===== src/rtl/ifetch_pkg.sv =====
// Shared definitions for the instruction fetch unit: state encoding, reset defaults
// and instruction field positions (kept aligned with the control decoder's field set).
package ifetch_pkg;

    typedef enum logic [1:0] {
        ST_IDLE  = 2'd0,
        ST_FETCH = 2'd1,
        ST_HOLD  = 2'd2,
        ST_FAULT = 2'd3
    } fetch_state_t;

    localparam logic [31:0] RESET_PC_DEFAULT = 32'h0000_0000;
    localparam int          TIMEOUT_DEFAULT  = 16;

    localparam int OP_MSB    = 31;
    localparam int OP_LSB    = 26;
    localparam int FUNCT_MSB = 5;
    localparam int FUNCT_LSB = 0;
    localparam int IMM_MSB   = 15;
    localparam int IMM_LSB   = 0;
    localparam int TGT_MSB   = 25;
    localparam int TGT_LSB   = 0;

    // Word-aligned, sign-extended branch displacement.
    function automatic logic [31:0] branch_offset(input logic [31:0] instr);
        return {{14{instr[IMM_MSB]}}, instr[IMM_MSB:IMM_LSB], 2'b00};
    endfunction

endpackage


===== src/rtl/ifetch_unit_if.sv =====
// Bus bundle between the fetch unit (master) and its memory/execute neighbours (slave).
interface ifetch_unit_if;
    logic        imem_req;
    logic [31:0] imem_addr;
    logic        imem_ready;
    logic [31:0] imem_rdata;
    logic        instr_valid;
    logic [31:0] instr;
    logic [5:0]  op;
    logic [5:0]  funct;
    logic [31:0] pc_out;
    logic        instr_ack;
    logic        stall;
    logic        branch;
    logic        jump;
    logic        zero;
    logic        fault;
    logic [15:0] retired;

    modport master (
        output imem_req, imem_addr, instr_valid, instr, op, funct, pc_out, fault, retired,
        input  imem_ready, imem_rdata, instr_ack, stall, branch, jump, zero
    );

    modport slave (
        input  imem_req, imem_addr, instr_valid, instr, op, funct, pc_out, fault, retired,
        output imem_ready, imem_rdata, instr_ack, stall, branch, jump, zero
    );
endinterface


===== src/rtl/next_pc_sel.sv =====
// Combinational next-PC selection: jump target, taken branch, or sequential pc+4.
module next_pc_sel
    import ifetch_pkg::*;
(
    input  logic [31:0] i_pc,
    input  logic [31:0] i_instr,
    input  logic        i_branch,
    input  logic        i_zero,
    input  logic        i_jump,
    output logic [31:0] o_next_pc
);
    logic [31:0] w_pc4;
    logic        w_unused;

    assign w_pc4    = i_pc + 32'd4;
    assign w_unused = &{1'b0, i_instr[OP_MSB:OP_LSB]};

    // if/else rather than ?: so an unknown control bit falls through to pc+4.
    always_comb begin
        o_next_pc = w_pc4;
        if (i_jump) begin
            o_next_pc = {w_pc4[31:28], i_instr[TGT_MSB:TGT_LSB], 2'b00};
        end else if (i_branch && i_zero) begin
            o_next_pc = w_pc4 + branch_offset(i_instr);
        end
    end
endmodule


===== src/rtl/ifetch_unit.sv =====
// Instruction fetch unit: requests a word at pc, holds it for execute, then advances pc.
// state | meaning
// IDLE  | one dead cycle after reset before the first request
// FETCH | imem_req high, waiting for imem_ready (bounded by TIMEOUT)
// HOLD  | instruction presented, waiting for instr_ack without stall
// FAULT | fetch timed out; sticky until reset
module ifetch_unit
    import ifetch_pkg::*;
#(
    parameter logic [31:0] RESET_PC = RESET_PC_DEFAULT,
    parameter int          TIMEOUT  = TIMEOUT_DEFAULT
) (
    input  logic          clk,
    input  logic          rst_n,
    ifetch_unit_if.master bus
);
    localparam logic [31:0] PC_INIT  = {RESET_PC[31:2], 2'b00};
    localparam logic [15:0] TMO_LAST = 16'(TIMEOUT - 1);

    fetch_state_t r_state;
    fetch_state_t w_state_nxt;
    logic [31:0]  r_pc;
    logic [31:0]  r_instr;
    logic [15:0]  r_tmo;
    logic [15:0]  r_retired;
    logic [31:0]  w_next_pc;
    logic         w_latch;
    logic         w_retire;
    logic         w_tmo_hit;

    assign w_latch   = (r_state == ST_FETCH) && bus.imem_ready;
    assign w_retire  = (r_state == ST_HOLD) && bus.instr_ack && !bus.stall;
    assign w_tmo_hit = (r_state == ST_FETCH) && !bus.imem_ready && (r_tmo == TMO_LAST);

    always_ff @(posedge clk or negedge rst_n) begin
        if (!rst_n) begin
            r_state <= ST_IDLE;
        end else begin
            r_state <= w_state_nxt;
        end
    end

    always_comb begin
        w_state_nxt = r_state;
        case (r_state)
            ST_IDLE:  w_state_nxt = ST_FETCH;
            ST_FETCH: begin
                if (w_latch) begin
                    w_state_nxt = ST_HOLD;
                end else if (w_tmo_hit) begin
                    w_state_nxt = ST_FAULT;
                end
            end
            ST_HOLD: begin
                if (w_retire) begin
                    w_state_nxt = ST_FETCH;
                end
            end
            ST_FAULT: w_state_nxt = ST_FAULT;
            default:  w_state_nxt = ST_IDLE;
        endcase
    end

    always_comb begin
        bus.imem_req    = 1'b0;
        bus.instr_valid = 1'b0;
        bus.fault       = 1'b0;
        case (r_state)
            ST_FETCH: bus.imem_req    = 1'b1;
            ST_HOLD:  bus.instr_valid = 1'b1;
            ST_FAULT: bus.fault       = 1'b1;
            default:  ;
        endcase
    end

    // Timeout count sits at zero outside FETCH, so every entry to FETCH starts fresh.
    always_ff @(posedge clk or negedge rst_n) begin
        if (!rst_n) begin
            r_pc      <= PC_INIT;
            r_instr   <= 32'd0;
            r_tmo     <= 16'd0;
            r_retired <= 16'd0;
        end else begin
            if (r_state != ST_FETCH) begin
                r_tmo <= 16'd0;
            end else if (!bus.imem_ready) begin
                r_tmo <= r_tmo + 16'd1;
            end
            if (w_latch) begin
                r_instr <= bus.imem_rdata;
            end
            if (w_retire) begin
                r_pc      <= w_next_pc;
                r_retired <= r_retired + 16'd1;
            end
        end
    end

    next_pc_sel u_next_pc_sel (
        .i_pc      (r_pc),
        .i_instr   (r_instr),
        .i_branch  (bus.branch),
        .i_zero    (bus.zero),
        .i_jump    (bus.jump),
        .o_next_pc (w_next_pc)
    );

    assign bus.imem_addr = r_pc;
    assign bus.pc_out    = r_pc;
    assign bus.instr     = r_instr;
    assign bus.op        = r_instr[OP_MSB:OP_LSB];
    assign bus.funct     = r_instr[FUNCT_MSB:FUNCT_LSB];
    assign bus.retired   = r_retired;
endmodule


===== src/flat_wrapper.sv =====
// flat-port wrapper written by rule: the top's interface ports become plain ports
module ifetch_unit_flat import ifetch_pkg::*;
#(
    parameter logic [31:0] RESET_PC = RESET_PC_DEFAULT,
    parameter int          TIMEOUT  = TIMEOUT_DEFAULT
)
  (clk, rst_n, bus_imem_req, bus_imem_addr, bus_instr_valid, bus_instr, bus_op, bus_funct, bus_pc_out, bus_fault, bus_retired, bus_imem_ready, bus_imem_rdata, bus_instr_ack, bus_stall, bus_branch, bus_jump, bus_zero);
  ifetch_unit_if bus_i ();
  input  logic clk;
  input  logic rst_n;
  output wire logic [$bits(bus_i.imem_req)-1:0] bus_imem_req;
  output wire logic [$bits(bus_i.imem_addr)-1:0] bus_imem_addr;
  output wire logic [$bits(bus_i.instr_valid)-1:0] bus_instr_valid;
  output wire logic [$bits(bus_i.instr)-1:0] bus_instr;
  output wire logic [$bits(bus_i.op)-1:0] bus_op;
  output wire logic [$bits(bus_i.funct)-1:0] bus_funct;
  output wire logic [$bits(bus_i.pc_out)-1:0] bus_pc_out;
  output wire logic [$bits(bus_i.fault)-1:0] bus_fault;
  output wire logic [$bits(bus_i.retired)-1:0] bus_retired;
  input wire logic [$bits(bus_i.imem_ready)-1:0] bus_imem_ready;
  input wire logic [$bits(bus_i.imem_rdata)-1:0] bus_imem_rdata;
  input wire logic [$bits(bus_i.instr_ack)-1:0] bus_instr_ack;
  input wire logic [$bits(bus_i.stall)-1:0] bus_stall;
  input wire logic [$bits(bus_i.branch)-1:0] bus_branch;
  input wire logic [$bits(bus_i.jump)-1:0] bus_jump;
  input wire logic [$bits(bus_i.zero)-1:0] bus_zero;
  assign bus_imem_req = bus_i.imem_req;
  assign bus_imem_addr = bus_i.imem_addr;
  assign bus_instr_valid = bus_i.instr_valid;
  assign bus_instr = bus_i.instr;
  assign bus_op = bus_i.op;
  assign bus_funct = bus_i.funct;
  assign bus_pc_out = bus_i.pc_out;
  assign bus_fault = bus_i.fault;
  assign bus_retired = bus_i.retired;
  assign bus_i.imem_ready = bus_imem_ready;
  assign bus_i.imem_rdata = bus_imem_rdata;
  assign bus_i.instr_ack = bus_instr_ack;
  assign bus_i.stall = bus_stall;
  assign bus_i.branch = bus_branch;
  assign bus_i.jump = bus_jump;
  assign bus_i.zero = bus_zero;
  ifetch_unit #(.RESET_PC(RESET_PC), .TIMEOUT(TIMEOUT)) u_core (.clk(clk), .rst_n(rst_n), .bus(bus_i));
endmodule

===== config.mk =====
export PLATFORM = sky130hd
export DESIGN_NAME = ifetch_unit_flat
export DESIGN_NICKNAME = d
export VERILOG_FILES = /design/src/rtl/ifetch_pkg.sv /design/src/rtl/ifetch_unit_if.sv /design/src/rtl/next_pc_sel.sv /design/src/rtl/ifetch_unit.sv /design/src/flat_wrapper.sv
export SDC_FILE = /design/constraint.sdc
export NUM_CORES = 1
export LEC_CHECK = 0
export BUFFER_PORTS_ARGS = -buffer_cell sky130_fd_sc_hd__buf_2
export CAP_MARGIN = 20
export CORE_MARGIN = 2
export CORE_UTILIZATION = 51
export CTS_BUF_LIST = sky130_fd_sc_hd__clkbuf_2 sky130_fd_sc_hd__clkbuf_4 sky130_fd_sc_hd__clkbuf_8
export CTS_CLUSTER_SIZE = 40
export DETAILED_ROUTE_END_ITERATION = 12
export HOLD_SLACK_MARGIN = 0.05
export PLACE_DENSITY = 0.79
export SLEW_MARGIN = 20
export SYNTH_ARGS = -nofsm -noshare
export SYNTH_HDL_FRONTEND = slang
export SYNTH_SLANG_ARGS = --single-unit

===== constraint.sdc =====
create_clock -name clk -period 3.42 [get_ports clk]
set_input_delay 0.342 -clock clk [delete_from_list [all_inputs] [get_ports clk]]
set_output_delay 0.342 -clock clk [all_outputs]
set_load 0.05 [all_outputs]

# == Yosys cells after proc, flatten, opt, wreduce, memory -nomap -nowiden ==
# Index checks and enable logic that the tools add are counted.
# op_classes
add_sub_neg,4
n_eq_ne,8
mux,11
n_reduce_logical,10
# op_table
operator,n
$mux W32,2
$add A16 B1 Y16 const B,2
$add A32 B3 Y32 const B,1
$add A32 B32 Y32,1
$mux W16,2
$eq A16 B4 Y1 const B,1
$pmux W2 S4,1
$logic_and A1 B1 Y1,6
$mux W2,3
$ne A2 B1 Y1 const B,3
$eq A2 B2 Y1 const B,2
$mux W1,3
$ne A3 B1 Y1 const B,1
$eq A2 B1 Y1 const B,1
$logic_not A1 Y1,2
$logic_not A2 Y1,1
$reduce_and A2 Y1,1
# totals
register_bits,98
input_bits,40
output_inout_bits,127
elab_cells,38

# == Depth between registers and ports, before layout ==
# depth
ltp_word,6
ltp_mapped,18
depth_no_buf,16

# == Cells and area by module ==
# A second synthesis with hierarchy kept.
# unflattened
cells_unflattened,730
area_unflattened_um2,7108.1
# by_module_without_submodules
module,instances,cells_per_inst,area_per_inst_um2,seq_area_each_um2
ifetch_unit,1,334,4320.4,2452.4
next_pc_sel,1,396,2787.7,0.0

# == Worst setup path before layout ==
# OpenSTA, ideal clock, no wires.
# synth_path
path_kind,reg-to-reg
startpoint,register u_core.r_pc[4] (netlist: u_core.bus.imem_addr[4])
endpoint,register u_core.r_pc[30] (netlist: u_core.bus.imem_addr[30])
setup_ns,0.132
arrival_ns,3.787
required_ns,3.288
slack_ns,-0.499
path_stages_with_launch,17
path_buffers,1
synth_period_minus_slack_ns,3.919
path_cell_list,dfrtp_1 and4_1 and3_1 buf_2 nand3_2 nor2_1 xor2_1 ha_1 a21o_1 a21o_1 a21oi_2 o2111ai_2 a41o_1 a221o_2 a221oi_2 xor2_1 o21ai_1
# synth_between
elab_chain_len,4
# synth_rtl
item,line,source
from (decl),ifetch_unit.sv:22,logic [31:0] r_pc;
from (signal assigned),ifetch_unit.sv:93,r_pc <= w_next_pc;
$add A32 B3 Y32 (*),next_pc_sel.sv:15,assign w_pc4 = i_pc + 32'd4;
$add A32 B32 Y32,next_pc_sel.sv:24,o_next_pc = w_pc4 + branch_offset(i_instr);
$mux W32,next_pc_sel.sv:23,end else if (i_branch && i_zero) begin
$mux W32 (*),next_pc_sel.sv:21,if (i_jump) begin
# Mark *: on every way between the ends. The rest lies on a longest branch, timed or not.
# A chain may end at the register's enable or synchronous reset.

# == Final worst setup path ==
# layout_path
startpoint,register u_core.r_pc[6] (netlist: u_core.bus.imem_addr[6])
endpoint,register u_core.r_pc[30] (netlist: u_core.bus.imem_addr[30])
# Same word-level chain as after synthesis.

==> summary.txt <==
Flow run
  • Max-cap violations: 0

Logic synthesis
  • Largest family of logic cells by synthesized area: simple AND/OR/NAND/NOR gates
  • Xor/xnor cell area share of the yosys netlist: 0.103
  • Syn Inst Count: 763
  • Post-Synth Simple-Gate Area: 0.178
  • Complex-gate fraction of the synthesized area: 0.166
  • Avg Cell Area, Syn: 9.01 sq um
  • Sequential fraction of the synthesis area: 0.350
  • Yosys warnings: 0
  • Post-synthesis adder-cell area fraction: 0.0739
  • Post-synthesis mux area share: 0.0568
  • Cell Area, Synth: 6870 sq um
  • Synth cell types: 63
  • Number of synthesized flops with an enable pin: 0
  • Synthesized flop and latch total: 96
  • Primary FF master, synth: dfrtp_1
  • Async set-reset flop share out of synthesis: 1.00

Pwr
  • Part of the power in the clock network: 0.081
  • Power Total: 9370 uW
  • Net switching fraction of the power: 0.551
  • NetSw: 5160 uW
  • PD cells: 1070 nW/um^2
  • Pint: 4200 uW
  • Logic gate share of total power: 0.715
  • Flop pwr share: 0.203
  • Lkg Pwr: 0.00440 uW
  • Peak supply drop: 669 uV

Cells and area
  • Area Growth Syn to Fin: 27.5%
  • Multi-input logic area: 4320 sq um
  • Reg area: 2410 sq um
  • Nets@finish: 1046
  • Fillcell total: 1060
  • Layout cells sized above 1: 0.393
  • Antenna fix cells: 0

Clock network
  • H-tree levels: 3
  • CTS Sinks: 96
  • CTS clk-pin slew, worst paths: 0.12 ns
  • Clock insertion delay at the later pin of the skew report: 0.40 ns
  • Cts hold-fix bufs: 0
  • TritonCTS clock tree: yes
  • Clk buf depth: 2
  • Num CTS Buffers: 9
  • CTS Root Cell: clkbuf_8

GRT
  • Largest net degree at the start of global routing: 73
  • Initial antenna violation count: 0
  • Vias in the first global route: 6262
  • Gr usage total: 0.273
  • Gr ovfl total: 0
  • Global-route wire length before repair: 31200 um

Routing
  • Via-per-instance ratio: 5.62
  • Iteration-0 DRC Markers: 487
  • Final wirelength: 19500 um
  • Post-route ant nets: 0
  • DR WL/cell: 17.0 um
  • Vias: 6451
  • DRT Pass-1 Iters: 5
  • DR DRC count: 0

Timing
  • Max Clk Rate: 289 MHz
  • Fin. max-slew vios: 0
  • Tmin final: 3.47 ns
  • Relative slew slack: 0.361
  • Setup TNS: -0.0900 ns
  • Fin crit share: 1.01
  • Final Hold Vio Count: 0
  • Final Skew: 0.0253 ns
  • RSZ-0062 raised after global routing: yes
  • Fin worst setup slack: -0.0453 ns
  • Slew @ Worst Pin: 0.955 ns
  • Final count of negative-setup-slack endpoints: 2

Critical path
  • CP top delay family: compound AO/OA/AOI/OAI gates
  • Startpoint Class: register
  • Cell with the most instances on the worst path: buf_4
  • WP data arrival: 3.74 ns
  • Crit end category: register
  • FF-to-FF setup slack: -0.05 ns
  • CP Class: register to register
  • Bufs and invs on worst path: 2
  • Worst EP required: 3.69 ns
  • Ordered list of cells on the worst path: and4_4, buf_4, nand4_1, xnor2_2, ha_1, a21o_1, o31ai_2, buf_4, o2111ai_2, a41o_1, a221o_2, a221oi_4, xor2_1, o21ai_1
  • Worst R2R Path Depth: 14
  • Slowest CP cell: a221o_2
  • CP max FO: 4
  • Reg2Reg Capture Point: u_core.bus.imem_addr[30]$_DFFE_PN0P_
  • Worst reg2reg path startpoint: u_core.bus.imem_addr[6]$_DFFE_PN0P_
  • Crit-path max cell delay: 0.39 ns

Die
  • Initial Util: 0.521
  • Die Height: 120 um
  • Die area: 14400 sq um
  • IO Pins: 167
  • # rows: 42
  • Core Region: 13200 sq um
  • Die Width: 120 um

Min path
  • Min-delay worst type: primary input to asynchronous set/reset pin

Outcome
  • Status: complete, but fails checks
  • Failing checks: negative setup slack

Placement
  • Final HPWL DP: 14600 um
  • Routability cong.: 0.919
  • PortBufs: 162
==> logic make-up (layout without fill, tap and decap cells) <==
kind of cell	Yosys count	after routing
multiplexers	35	35
adder cells (fa/ha/maj)	40	40
flip-flops	96	96
AND/OR/NAND/NOR	251	251
other	1	4
XOR/XNOR	81	81
buffers and inverters	84	289
AO/OA/AOI/OAI	175	175
==> cells in the mapped netlist, types with 8 or more instances <==
cell type | number | area share
nor2_1 | 51 | 0.028
xnor2_1 | 40 | 0.051
dfrtp_1 | 96 | 0.35
mux2_2 | 32 | 0.052
o21ai_0 | 47 | 0.034
xor2_1 | 41 | 0.052
nand3_1 | 22 | 0.016
inv_1 | 8 | 0.0044
nand2_1 | 85 | 0.046
o211ai_1 | 9 | 0.0098
ha_1 | 39 | 0.071
nor3_1 | 13 | 0.0095
clkbuf_1 | 23 | 0.013
a211oi_1 | 11 | 0.012
buf_4 | 46 | 0.050
and2_1 | 8 | 0.0073
and3_1 | 18 | 0.016
a21oi_1 | 36 | 0.026
a21o_1 | 24 | 0.026
nand4_1 | 13 | 0.012
==> metal layers <==
layer	GRT usage	wire length [um]	up-vias
met2	0.434	9210	235
li1	-	-	3066
met5	0	0	-
met3	0.0399	1380	37
met4	0.110	470	0
met1	0.375	8480	3113
==> power by group through the flow <==
stage                     Clock [uW]  Sequential (uW)  Combinational, uW
after floorplan                    0             3090               3430
final                            762             1910               6700
after global placement             0             1890               6210
after global routing             825             1950               7120
after detailed placement           0             1900               6270
after CTS                        777             1890               6400
==> area by class of cell <==
type / instances / share of cell area
Multi-Input combinational cell: 586 / 0.492
Sequential cell: 96 / 0.276
Timing Repair Buffer: 265 / 0.182
Tap cell: 176 / 0.0251
Clock buffer: 10 / 0.0150
Clock inverter: 6 / 0.00671
Inverter: 8 / 0.00343
==> state kept, by name, indices dropped and copies added (netlist names) <==
register,cells
u_core.bus.instr,32
u_core.r_state,2
u_core.r_tmo,16
u_core.bus.imem_addr,30
u_core.bus.retired,16
==> repair_timing <==
| item | in CTS | in global routing |
|---|---|---|
| setup buffers | 5 | 6 |
| pin swaps | 20 | 20 |
| setup endpoints to repair | 8 | 15 |
| endpoints found under the hold margin | 0 | 0 |
| gates resized for setup | 19 | 32 |
==> worst max path at each step <==
| stage | endpoint | start | slack [ns] | cells after the start |
|---|---|---|---|---|
| 2_1_floorplan | u_core.bus.imem_addr[30]$_DFFE_PN0P_ | u_core.bus.imem_addr[4]$_DFFE_PN0P_ | -0.16 | 16 |
| 3_3_place_gp | u_core.bus.imem_addr[31]$_DFFE_PN0P_ | u_core.bus.imem_addr[4]$_DFFE_PN0P_ | -0.17 | 16 |
| 3_5_place_dp | u_core.bus.imem_addr[31]$_DFFE_PN0P_ | u_core.bus.imem_addr[4]$_DFFE_PN0P_ | -0.20 | 17 |
| 4_1_cts | u_core.bus.imem_addr[31]$_DFFE_PN0P_ | u_core.bus.imem_addr[6]$_DFFE_PN0P_ | -0.04 | 16 |
| 5_1_grt | u_core.bus.imem_addr[30]$_DFFE_PN0P_ | u_core.bus.imem_addr[6]$_DFFE_PN0P_ | -0.23 | 15 |
| 6_report | u_core.bus.imem_addr[30]$_DFFE_PN0P_ | u_core.bus.imem_addr[6]$_DFFE_PN0P_ | -0.05 | 14 |
==> through the flow <==
stage	instances	setup slack (ns)	hold slack [ns]	area, sq um	utilization
after detailed placement	1120	-0.196	0.464	8210	0.623
after CTS	1141	-0.0409	0.0882	8550	0.648
after floorplan	766	-0.160	0.0464	6950	-
final	1147	-0.0453	0.0558	8760	0.664
after global routing	1147	-0.227	0.144	8760	0.664
after global placement	1120	-0.165	0.460	8210	0.623
==> placed cells by master, fill, tap and decap left out, drive strengths merged, types with 3 or more instances in the layout <==
cell type / instances
nand2: 85
o31ai: 4
ha: 39
nor2: 51
mux2i: 3
and4: 5
nor3b: 3
nor2b: 6
inv: 12
o21bai: 7
a21oi: 38
dfrtp: 96
and3: 19
and2: 8
clkbuf: 10
xnor2: 40
a31oi: 6
mux2: 32
xor2: 41
or3: 5
o211ai: 9
a211oi: 11
buf: 265
nor4: 4
conb: 4
nand3: 23
nor3: 15
o2111ai: 3
nand2b: 7
a221oi: 5
o21a: 3
o21ai: 51
nand4: 13
a21o: 24
(Power assumes the default switching activity.)
